[src/rtl/lim_digit_counter_pkg.sv]
// Shared constants and helpers for the multi-digit limited counter:
// per-position modulus selection, digit width derivation and mode constants.
package lim_digit_counter_pkg;

    localparam bit SAT_WRAP = 1'b0;
    localparam bit SAT_HOLD = 1'b1;

    // Even positions use l_lo, odd positions use l_hi (e.g. 10/6 for mm:ss).
    function automatic int lim_of(input int k, input int l_lo, input int l_hi);
        return ((k % 2) == 0) ? l_lo : l_hi;
    endfunction

    function automatic int digit_w(input int l_lo, input int l_hi);
        return $clog2((l_lo > l_hi) ? l_lo : l_hi);
    endfunction

endpackage

[src/rtl/lim_digit.sv]
// One combinational digit slice: steps a digit by the incoming carry/borrow
// and reports carry/borrow out. Out-of-range values behave as limit-1.
module lim_digit #(
    parameter int N = 4
) (
    input  logic [N-1:0] value,
    input  logic         ci,
    input  logic         up,
    input  logic [N:0]   limit,
    output logic [N-1:0] next_val,
    output logic         co
);

    logic [N-1:0] top_v;
    logic [N-1:0] eff;

    always_comb begin
        top_v    = N'(limit - (N+1)'(1));
        eff      = ({1'b0, value} >= limit) ? top_v : value;
        next_val = eff;
        co       = 1'b0;
        if (ci) begin
            if (up) begin
                if (eff == top_v) begin
                    next_val = '0;
                    co       = 1'b1;
                end else begin
                    next_val = eff + N'(1);
                end
            end else begin
                if (eff == '0) begin
                    next_val = top_v;
                    co       = 1'b1;
                end else begin
                    next_val = eff - N'(1);
                end
            end
        end
    end

endmodule

[src/rtl/lim_digit_counter.sv]
// Multi-digit limited up/down counter with per-position modulus, clamped
// parallel load, wrap/saturate mode, terminal count and a wrap pulse.
module lim_digit_counter
    import lim_digit_counter_pkg::*;
#(
    parameter int   DIGITS = 4,
    parameter int   L_LO   = 10,
    parameter int   L_HI   = 6,
    parameter bit   SAT    = SAT_WRAP,
    localparam int  N      = digit_w(L_LO, L_HI)
) (
    input  logic              clk,
    input  logic              reset,
    input  logic              en,
    input  logic              up,
    input  logic              load,
    input  logic [DIGITS*N-1:0] load_val,
    output logic [DIGITS*N-1:0] count,
    output logic              tc,
    output logic              wrap
);

    logic [DIGITS*N-1:0] count_q, count_d;
    logic                wrap_q, wrap_d;
    logic [DIGITS*N-1:0] load_clamp;
    logic [DIGITS*N-1:0] step_val;
    logic [DIGITS:0]     carry;

    assign carry[0] = 1'b1;

    genvar gi;
    generate
        for (gi = 0; gi < DIGITS; gi++) begin : g_digit
            localparam int           LIM  = lim_of(gi, L_LO, L_HI);
            localparam logic [N-1:0] MAXV = N'(LIM - 1);
            localparam logic [N:0]   LIMW = (N+1)'(LIM);

            // Saturating clamp: an out-of-range load digit becomes the position maximum.
            assign load_clamp[gi*N +: N] =
                (load_val[gi*N +: N] > MAXV) ? MAXV : load_val[gi*N +: N];

            lim_digit #(.N(N)) u_digit (
                .value    (count_q[gi*N +: N]),
                .ci       (carry[gi]),
                .up       (up),
                .limit    (LIMW),
                .next_val (step_val[gi*N +: N]),
                .co       (carry[gi+1])
            );
        end
    endgenerate

    // Carry/borrow out of the top digit with a forced carry-in means every digit is terminal.
    assign tc = en & ~load & ~reset & carry[DIGITS];

    always_comb begin
        count_d = count_q;
        wrap_d  = 1'b0;
        if (load) begin
            count_d = load_clamp;
        end else if (en) begin
            if (!(tc && (SAT == SAT_HOLD))) begin
                count_d = step_val;
            end
            wrap_d = tc && (SAT == SAT_WRAP);
        end
    end

    always_ff @(posedge clk) begin
        if (reset) begin
            count_q <= '0;
            wrap_q  <= 1'b0;
        end else begin
            count_q <= count_d;
            wrap_q  <= wrap_d;
        end
    end

    assign count = count_q;
    assign wrap  = wrap_q;

endmodule

[config.mk]
export PLATFORM = sky130hd
export DESIGN_NAME = lim_digit_counter
export DESIGN_NICKNAME = d
export VERILOG_FILES = /design/src/rtl/lim_digit_counter_pkg.sv /design/src/rtl/lim_digit.sv /design/src/rtl/lim_digit_counter.sv
export SDC_FILE = /design/constraint.sdc
export NUM_CORES = 1
export LEC_CHECK = 0
export BUFFER_PORTS_ARGS = -buffer_cell sky130_fd_sc_hd__buf_2
export CORE_ASPECT_RATIO = 0.9
export CORE_UTILIZATION = 45
export CTS_CLUSTER_DIAMETER = 150
export DETAILED_ROUTE_END_ITERATION = 10
export PLACE_DENSITY = 0.74
export SYNTH_ARGS = -nofsm -noshare
export SYNTH_HDL_FRONTEND = slang
export SYNTH_SLANG_ARGS = --single-unit
[constraint.sdc]
create_clock -name clk -period 2.4 [get_ports clk]
set_clock_uncertainty 0.15 [all_clocks]
set_input_delay 0.24 -clock clk [delete_from_list [all_inputs] [get_ports clk]]
set_output_delay 0.24 -clock clk [all_outputs]
set_load 0.05 [all_outputs]
Word-level counts from Yosys, hierarchy flattened:

Index checks and enable logic that the tools add are counted.
Widths: inputs -> output; s select.

* register bits after elaboration: 17
* input port bits: 21
* logic and storage cells: 74

* add/sub/neg operators: 8
* magnitude comparators: 8
* equality and inequality tests: 4
* muxes and demuxes: 40
* bitwise gates (word level): 6
* reductions and logical operators: 6

Operators with widths (count)
* $mux 4: 23
* $mux 16: 2
* $add 4x1->4 const B: 4
* $logic_not 4->1: 4
* $sub 4x1->4 const B: 4
* $mux 1: 15
* $eq 4x3->1 const B: 2
* $eq 4x4->1 const B: 2
* $ge 4x3->1 const B: 2
* $ge 4x4->1 const B: 2
* $gt 4x3->1 const B: 2
* $gt 4x4->1 const B: 2
* $and 1x1->1: 3
* $not 1->1: 3
* $reduce_or 3->1: 1
* $reduce_bool 2->1: 1

Longest topological paths before layout:

Gate-level depths: netlist of run 1.

* word-level depth: 10
* mapped depth: 7
* mapped depth without buffers: 5

Modules after synthesis:

Synthesis of run 1 repeated with hierarchy kept, for this count alone.

* cell total of the unflattened synthesis: 420
* area total of the unflattened synthesis: 3055.4 µm²

By module, submodules not included
* lim_digit at g_digit[0].u_digit ...: times used 3, cells an instance 83, area an instance 548.0 µm², seq. area each 0.0 µm²
* lim_digit_counter: times used 1, cells an instance 88, area an instance 830.8 µm², seq. area each 340.3 µm²
* lim_digit at g_digit[3].u_digit: times used 1, cells an instance 83, area an instance 580.6 µm², seq. area each 0.0 µm²

Worst setup path after synthesis of run 1:

Ideal clock, no wire load.

* kind: flip-flop to output port
* start: register count_q[1], in the netlist count[1]
* end: output port tc
* data arrival time: 3987 ps
* data required time: 2010 ps
* slack: -1977 ps
* stages on the path, launching flop included: 7
* path buffers: 2
* cells stage by stage: dfxtp_1 > buf_2 > o311ai_4 > a21boi_4 > a21o_1 > buf_6 > a2111oi_0

* longest elaborated chain between the ends: 9

Ends and longest elaborated chain
* from (decl): RTL line lim_digit_counter.sv:23 `logic [DIGITS*N-1:0] count_q, count_d;`
* from (signal assigned): RTL line lim_digit_counter.sv:74 `count_q <= count_d;`
* $ge 4x4->1: RTL line lim_digit.sv:19 `eff = ({1'b0, value} >= limit) ? top_v : value;`
* $mux 4 *: RTL line lim_digit.sv:19
* $eq 4x4->1 or $logic_not 4->1 (tied branches): RTL line lim_digit.sv:24, lim_digit.sv:31
* $mux 1 (on tied branches): RTL line lim_digit.sv:24, lim_digit.sv:31
* $mux 1 *: RTL line lim_digit.sv:23 `if (up) begin`
* $mux 1 * (3 in a row): RTL line lim_digit.sv:22 `if (ci) begin`
* $and 1x1->1 *: RTL line lim_digit_counter.sv:54 `assign tc = en & ~load & ~reset & carry[DIGITS];`
* to (decl): RTL line lim_digit_counter.sv:19 `output logic tc,`

Mark *: on every way between the ends. The rest lies on a longest branch, timed or not.

Worst setup path in the final report of run 1:

* start: register count_q[2], in the netlist count[2]
* end: output port tc

Same word-level chain as after synthesis.

==> results of run 1 <==
cells by family (layout without fill, tap and decap cells):
| kind of cell | count (synthesis) | after routing | share of synthesized area |
|---|---|---|---|
| flip-flops | 17 | 17 | 0.221 |
| AO/OA/AOI/OAI | 81 | 81 | 0.371 |
| multiplexers | 8 | 8 | 0.0543 |
| AND/OR/NAND/NOR | 73 | 73 | 0.262 |
| XOR/XNOR | 2 | 2 | 0.0114 |
| buffers and inverters | 25 | 56 | 0.0811 |
layout make-up:
cell class | count | share of cell area
clock buffer | 4 | 0.0248
timing repair buffer | 46 | 0.138
multi-input combinational | 164 | 0.605
inverter | 6 | 0.0124
sequential | 17 | 0.191
tap | 42 | 0.0290
sequential cells by signal, summed over array words and instances, names as in the netlist:
register,flops
count,16
wrap,1
metal layers:
metal  share of wire  vias to the layer above  routed length, um  GRT usage
met5               0                        -                  0          0
met4          0.0046                        0                 17     0.0519
met3           0.066                        2                247     0.0380
met2            0.42                       67               1580      0.313
met1            0.50                      747               1880      0.326
li1                -                      837                  -          -
synthesized netlist by cell type, types with 2 or more instances:
master	n	area (um^2)
o32ai_1	2	17.5
a2111oi_0	2	17.5
o22ai_1	4	25.0
buf_2	4	20.0
a211oi_1	5	37.5
nand2b_1	2	12.5
nor3b_1	4	30.0
a21o_1	2	15.0
clkbuf_1	11	41.3
o21ai_0	18	90.1
buf_6	3	33.8
inv_1	6	22.5
mux2i_1	5	50.1
a31oi_1	8	50.1
nor2_1	15	56.3
mux2_2	3	33.8
o21a_1	6	45.0
a21oi_1	14	70.1
o2bb2ai_1	2	17.5
nand3b_1	4	30.0
o221ai_1	2	17.5
and2_1	5	31.3
a221oi_1	4	35.0
nor2b_1	9	56.3
nor3_1	7	35.0
dfxtp_1	17	340
xnor2_1	2	17.5
nand2_1	15	56.3
a211o_1	2	17.5
nor4b_1	2	17.5
nand3_1	2	10.0
or3b_1	2	17.5
o31ai_1	3	22.5
worst reg2reg max path: stages (launching register included):
cell	delay [ps]
dfxtp_1	390
nor3_2	290
mux2i_1	210
a211oi_2	380
mux2_2	370
o32ai_1	210
where the power goes:
part           switching, mW  internal, mW  total [mW]
registers             0.0359         0.300       0.336
logic                  0.181         0.108       0.289
clock network         0.0993         0.118       0.217
total                  0.316         0.526       0.842
worst max path at each step:
stage / start / endpoint / slack [ps] / cells after the start
detailed placement: up / tc / 290 / 6
finish: count[2] / tc / 140 / 5
global placement: up / tc / 310 / 6
global route: count[2] / tc / 20 / 5
floorplan: count[13] / tc / 40 / 5
CTS: count[2] / tc / 140 / 5
==> metrics.csv, run 1 <==
metric,value,unit
Clock Latency Late Sink,250,ps
required time of the critical path,2010,ps
Hold Path Stages,3,
largest net degree at the start of global routing,32,
CP peak stage delay,380,ps
relative slew slack,0.710,
final setup fails,0,
post-synthesis sequential area ratio,0.221,
most frequent cells in the layout,"buf_2, o21ai_0, nor2_1, nand2_1, a21oi_1",
Layout Utilization,0.573,
Worst path top cell family by delay,compound AO/OA/AOI/OAI gates,
CP Capture Type,output port,
slew of the pin with the lowest slew margin,422,ps
DRC,0,
Initial Util,0.488,
Routed WL,3.72,mm
number of fillers in the final layout,290,
Die Ht,57.5,um
hold slack,81.0,ps
Die Wd,63.7,um
initial antenna violation count,0,
Post-Syn Area,1540,um^2
Std-Cell Core Area,3160,um^2
Post-Synthesis Cells,206,
nets@finish,259,
CTS H-tree lvls,1,
"commonest non-fill, non-tap cell in the layout",buf_2,
setup bufs post-CTS,0,
Reg-to-Reg End,count[13],
fmax,443,MHz
sequential cell area,347,um^2
"EDFF count, synth",0,
Final Worst Setup Slack,144,ps
Post-synth ARST share,0,
layout cells sized above 1,0.274,
Final Non-Filler Cells,279,
critical path arrival,1870,ps
total global-route track usage,0.216,
crit path max-delay cell type,dfxtp_2,
pre-CTS setup slack,290,ps
TritonCTS Buffers,3,
Inst Count DP,275,
area occupied by multi-input gates,1100,um^2
R2R Path Start,count[9],
Setup CP Type,flop to output port,
vias per cell,5.92,
die area,3670,um^2
grt ovf,0,
vias in the first global route,1362,
Layout area overhead,17.5,%
Ports,39,
hold_sp,load_val[2],
Ys Warns,0,
cell area after layout,1810,um^2
Final Total Pwr,0.842,mW
initial DRC count,95,
Placement Cell Area,1770,um^2
Routed WL per cell,13.3,um
CTS tree,built,
vias,1653,
final count of pins violating max slew,0,
row count,19,
DR pass1 iterations,4,
maximum vdd drop,0.318,mV
Longest Clk Path Bufs,2,
Pwr per Cell Area,464,nW/um^2
Tmin final,2260,ps
# hold bufs at CTS,0,
mean post-synth cell area,7.49,um^2
P_leak,0.702,nW
Worst R2R Path Depth,5,
Fin. Hold Viols,0,
fin crit share,0.940,
Root Buffer,clkbuf_8,
Clock Sinks,17,
#FFs+latches synth,17,
Final TNS setup,0,ps
CP Buf/Inv Count,1,
Mapped Nets,227,
synth unique cells,47,
FF-to-FF setup slack,320,ps
CTS resizes,0,
Post-synth top flop,dfxtp_1,
ant diodes,0,
Max Cap Viol,0,
outcome,finished clean,
first-pass GRT wire length,6.40,mm
Clock Pin Slew Worst Setup and Hold Paths,70,ps
RSZ-0062 raised after global routing,no,
crit-path max FO,8,
CP Launch Type,flop,
PortBufs,38,
GP Congestion,0.862,
remaining antenna violation count,0,
crit path cell chain,nor3_4 > a21boi_4 > a21o_1 > a2111oi_4 > buf_2,
Final HPWL DP,2.69,mm
WHS Endpoint,count[2],
Hold WC Path Type,input pin to flop,
Note: power is estimated with default switching activity, not from simulation.
==> run 2: changes to the inputs <==
Settings changed: PLACE_DENSITY 0.74 to 0.77, SETUP_SLACK_MARGIN from default to 0.2.
Clock period 2.4 ns to 2 ns, I/O delays scaled along.
==> run 2 against run 1 <==
Net effect:
- core utilization is 5.6 points higher
- critical path depth is 1 lower
- non-clock buffer count is 11 higher
- first-iteration DRC count is 27% lower
- total power is 26% higher
- combinational power is 35% higher
- global-route usage is 2.3 points higher
- final cell count is 3.9% higher
- worst setup slack worse by 91 ps
==> metrics.csv, run 2 (synthesized netlist as in run 1, its figures left out) <==
metric,value,unit,change
Final HPWL DP,2.82,mm,+4.8%
Tmin final,1950,ps,
RSZ-0062 raised after global routing,yes,,
slew of the pin with the lowest slew margin,490,ps,+67.5 ps
Clock Pin Slew Worst Setup and Hold Paths,70,ps,about the same
Final TNS setup,0,ps,unchanged
first-pass GRT wire length,7.01,mm,+9.6%
FF-to-FF setup slack,120,ps,-200 ps
Hold WC Path Type,input pin to flop,,
remaining antenna violation count,0,,unchanged
Final Total Pwr,1.06,mW,+26%
nets@finish,270,,+4.2%
number of fillers in the final layout,270,,-6.9%
Fin. Hold Viols,0,,unchanged
Clock power frac,0.252,,-0.006
Final Non-Filler Cells,290,,+3.9%
row count,19,,unchanged
fin crit share,0.974,,
vias per cell,6.00,,+1.3%
critical path arrival,1600,ps,-270 ps
ant diodes,0,,unchanged
Routed WL per cell,14.5,um,+9.0%
Routed WL,4.22,mm,+13%
Inst Count DP,278,,+1.1%
Max Cap Viol,0,,unchanged
Reg power frac,0.380,,-0.019
Pwr per Cell Area,533,nW/um^2,+15%
Die Ht,57.5,um,unchanged
combinational fraction of design power,0.368,,+0.025
fmax,514,MHz,
Setup CP Type,flop to output port,,
Internal Power,0.657,mW,+25%
CP Capture Type,output port,,
DR pass1 iterations,4,,unchanged
DRC,0,,unchanged
Worst R2R Path Depth,6,,+1
initial antenna violation count,0,,unchanged
total global-route track usage,0.239,,+0.0232
max reg flops,16,,unchanged
Layout area overhead,29.0,%,
vias,1740,,+5.3%
crit path max-delay cell type,a2111oi_4,,
final count of pins violating max slew,0,,unchanged
maximum vdd drop,0.447,mV,+41%
die area,3670,um^2,unchanged
final setup fails,0,,unchanged
Placement Cell Area,1850,um^2,+4.4%
GP Congestion,0.862,,about the same
CP peak stage delay,380,ps,about the same
Die Wd,63.7,um,unchanged
initial DRC count,69,,-27%
largest net degree at the start of global routing,32,,unchanged
Longest Clk Path Bufs,2,,unchanged
Ports,39,,unchanged
required time of the critical path,1650,ps,-360 ps
crit path cell chain,nor3_2 > nand2_1 > a2111oi_4 > buf_6,,
crit-path max FO,8,,unchanged
Std-Cell Core Area,3160,um^2,unchanged
Initial Util,0.488,,unchanged
layout cells sized above 1,0.371,,+0.0967
# hold bufs at CTS,0,,unchanged
CTS H-tree lvls,1,,unchanged
outcome,finished clean,,
Root Buffer,clkbuf_8,,
Layout Utilization,0.629,,+0.0558
"commonest non-fill, non-tap cell in the layout",buf_2,,
PortBufs,38,,unchanged
vias in the first global route,1547,,+14%
relative slew slack,0.670,,-0.0404
grt ovf,0,,unchanged
Clock Sinks,17,,unchanged
P_leak,0.775,nW,+10%
Clock Latency Late Sink,250,ps,about the same
CTS tree,built,,
most frequent cells in the layout,"buf_2, buf_4, o21ai_0",,
Switching Fraction,0.380,,+0.00479
CP Launch Type,flop,,
Hold Path Stages,3,,unchanged
cell area after layout,1990,um^2,+9.7%
net switching power,0.404,mW,+28%
TritonCTS Buffers,3,,unchanged
run 2: cell types whose count changed in the layout (fill, tap and decap cells not counted), moves of 2 or more:
cell and change:
o21ai_1 +2, dfxtp_1 -10, o21ai_0 -2, buf_4 +9
buf_6 +3, dfxtp_4 +9
run 2: worst max-delay path: cells and delay by family, from the launching register on:
kind / cells / cell delay, ps
compound gates: 1 / 380
flops: 1 / 370
simple gates: 2 / 380
buf+inv: 1 / 200
run 2: worst paths after layout:
kind / startpoint / endpoint
max: count[12] / tc
min: load_val[2] / count[2]
max reg2reg: count[8] / count[14]
min reg2reg: count[4] / count[6]
run 2: timing repair:
item,4_1_cts,5_1_grt
setup buffers,7,1
pin swaps,3,4
endpoints found under the setup margin,8,11
resized for setup,3,10
run 2: stage by stage:
stage          hold WS [ps]  setup WS [ps]
2_1_floorplan           180           -148
3_3_place_gp            299            130
3_5_place_dp            301           54.4
4_1_cts                31.9           76.1
5_1_grt                55.9          -4.30
6_report               34.6           52.9
run 2: layout make-up:
type                       instances  area, um^2  area share
tap                               42        52.6      0.0264
clock buffer                       4        45.0      0.0226
inverter                           6        22.5      0.0113
timing repair buffer              57         347       0.174
multi-input combinational        164        1140       0.574
sequential                        17         382       0.192
run 2: power by group through the flow:
stage	Combinational (mW)	Clock, mW	Sequential [mW]
final	0.391	0.267	0.403
after global placement	0.351	0	0.415
after global routing	0.425	0.292	0.408
after detailed placement	0.355	0	0.415
after CTS	0.379	0.276	0.403
after floorplan	0.232	0	0.457
run 2: layer usage:
metal,up-vias,GRT usage,wire [um]
li1,863,-,-
met1,805,0.323,2040
met2,68,0.407,1950
met3,4,0.0380,198
met4,0,0.0390,31
met5,-,0,0
==> run 3: changes to the inputs <==
Settings changed: BUFFER_PORTS_ARGS -buffer_cell sky130_fd_sc_hd__buf_2 to -buffer_cell sky130_fd_sc_hd__clkbuf_2.
==> run 3 against run 2 <==
Net effect:
- worst setup slack worse by 21 ps
- final area rose by 0.38%
- via count rose by 1.0%
- register-to-register slack hardly changed
- worst hold slack lost 21 ps
- global-route usage increased by 0.97 points
- clock power grew 5%
- count of clock-buffer cells in the layout unchanged
- highest routed layer unchanged
==> metrics.csv, run 3 (synthesized netlist as in run 1, its figures left out) <==
metric,value,unit,change
initial antenna violation count,0,,unchanged
Routed WL per cell,15.0,um,+3.0%
CP Launch Type,flop,,
nets@finish,269,,-0.37%
PortBufs,38,,unchanged
Initial Util,0.488,,unchanged
final count of pins violating max slew,0,,unchanged
Layout area overhead,29.4,%,
Tmin final,1970,ps,+21.3 ps
largest net degree at the start of global routing,32,,unchanged
relative slew slack,0.719,,+0.0488
vias,1758,,+1.0%
crit-path max FO,10,,+2
remaining antenna violation count,0,,unchanged
vias per cell,6.08,,+1.4%
required time of the critical path,1650,ps,about the same
layout cells sized above 1,0.372,,+0.00150
Layout Utilization,0.632,,+0.00237
Clock Latency Late Sink,270,ps,+20 ps
grt ovf,0,,unchanged
Die Wd,63.7,um,unchanged
fmax,508,MHz,-1.1%
Reg power frac,0.374,,-0.006
Switching Fraction,0.390,,+0.00998
maximum vdd drop,0.358,mV,-20%
die area,3670,um^2,unchanged
Fin. Hold Viols,0,,unchanged
Clock Sinks,17,,unchanged
CTS tree,built,,
critical path arrival,1620,ps,+20 ps
initial DRC count,110,,+59%
ant diodes,0,,unchanged
CP Capture Type,output port,,
Hold WC Path Type,input pin to flop,,
Pwr per Cell Area,540,nW/um^2,+1.4%
GP Congestion,0.882,,+2.3%
"commonest non-fill, non-tap cell in the layout",clkbuf_2,,
Clock power frac,0.259,,+0.007
first-pass GRT wire length,7.03,mm,+0.30%
P_leak,0.765,nW,-1.3%
most frequent cells in the layout,"clkbuf_2, o21ai_0, buf_4",,
TritonCTS Buffers,3,,unchanged
Root Buffer,clkbuf_8,,
RSZ-0062 raised after global routing,yes,,
row count,19,,unchanged
total global-route track usage,0.249,,+0.00975
net switching power,0.421,mW,+4.4%
Max Cap Viol,0,,unchanged
Setup CP Type,flop to output port,,
Ports,39,,unchanged
Clock Pin Slew Worst Setup and Hold Paths,70,ps,about the same
CTS H-tree lvls,1,,unchanged
Routed WL,4.33,mm,+2.6%
Final HPWL DP,2.87,mm,+1.7%
final setup fails,0,,unchanged
Longest Clk Path Bufs,2,,unchanged
max reg flops,16,,unchanged
Die Ht,57.5,um,unchanged
DRC,0,,unchanged
slew of the pin with the lowest slew margin,411,ps,-78.6 ps
Internal Power,0.658,mW,+0.10%
fin crit share,0.984,,+0.0106
vias in the first global route,1512,,-2.3%
Std-Cell Core Area,3160,um^2,unchanged
outcome,finished clean,,
hold slack,13.2,ps,-21.4 ps
DR pass1 iterations,5,,+1
combinational fraction of design power,0.367,,about the same
-- run 3: worst paths after layout --
path	endpoint	slack [ps]	from	cells past startpoint
setup / recovery	tc	30	count[6]	5
hold / removal	count[2]	10	load_val[2]	3
setup reg to reg	count[11]	120	count[6]	7
hold reg to reg	count[6]	380	count[4]	2
-- run 3: cell type report --
class,instances,area [um^2]
well taps,42,52.6
fillers,308,1160
inverters,6,22.5
repair buffers,56,338
flip-flops and latches,17,387
clock buffers,4,45.0
multi-input cells,164,1150
-- run 3: power groups by stage --
stage          Clock (mW)  Sequential (mW)  Combinational, mW
6_report            0.280            0.403              0.397
5_1_grt             0.290            0.407              0.431
4_1_cts             0.280            0.402              0.381
3_5_place_dp            0            0.418              0.359
3_3_place_gp            0            0.417              0.353
2_1_floorplan           0            0.457              0.232
-- run 3: per-layer routing --
metal  vias up  GRT usage  part of all wire
met2        85      0.406              0.46
met4         0     0.0877             0.024
met1       803      0.324              0.44
met5         -          0                 0
li1        856          -                 -
met3        14     0.0540             0.076
-- run 3: worst max-delay path, cell delays in order, from the launching register on --
cell	delay (ps)
dfxtp_4	400
o21a_1	120
o21ai_0	110
a21o_1	260
a2111oi_4	220
clkbuf_8	250
-- run 3: what timing repair did --
action	in CTS	in global routing
pin swaps	4	4
resized for setup	7	8
buffers inserted	5	1
hold buffers	0	0
setup endpoints to repair	7	12
-- run 3: stage by stage --
| stage | setup TNS (ps) | std cells | cell area, um^2 | total power, mW | setup WS (ps) |
|---|---|---|---|---|---|
| 2_1_floorplan | -160 | 206 | 1650 | 0.689 | -148 |
| 3_3_place_gp | 0 | 279 | 1850 | 0.770 | 82.9 |
| 3_5_place_dp | -9.23 | 279 | 1850 | 0.776 | -9.23 |
| 4_1_cts | 0 | 288 | 1960 | 1.06 | 34.2 |
| 5_1_grt | -27.0 | 289 | 2000 | 1.13 | -27.0 |
| 6_report | 0 | 289 | 2000 | 1.08 | 31.6 |
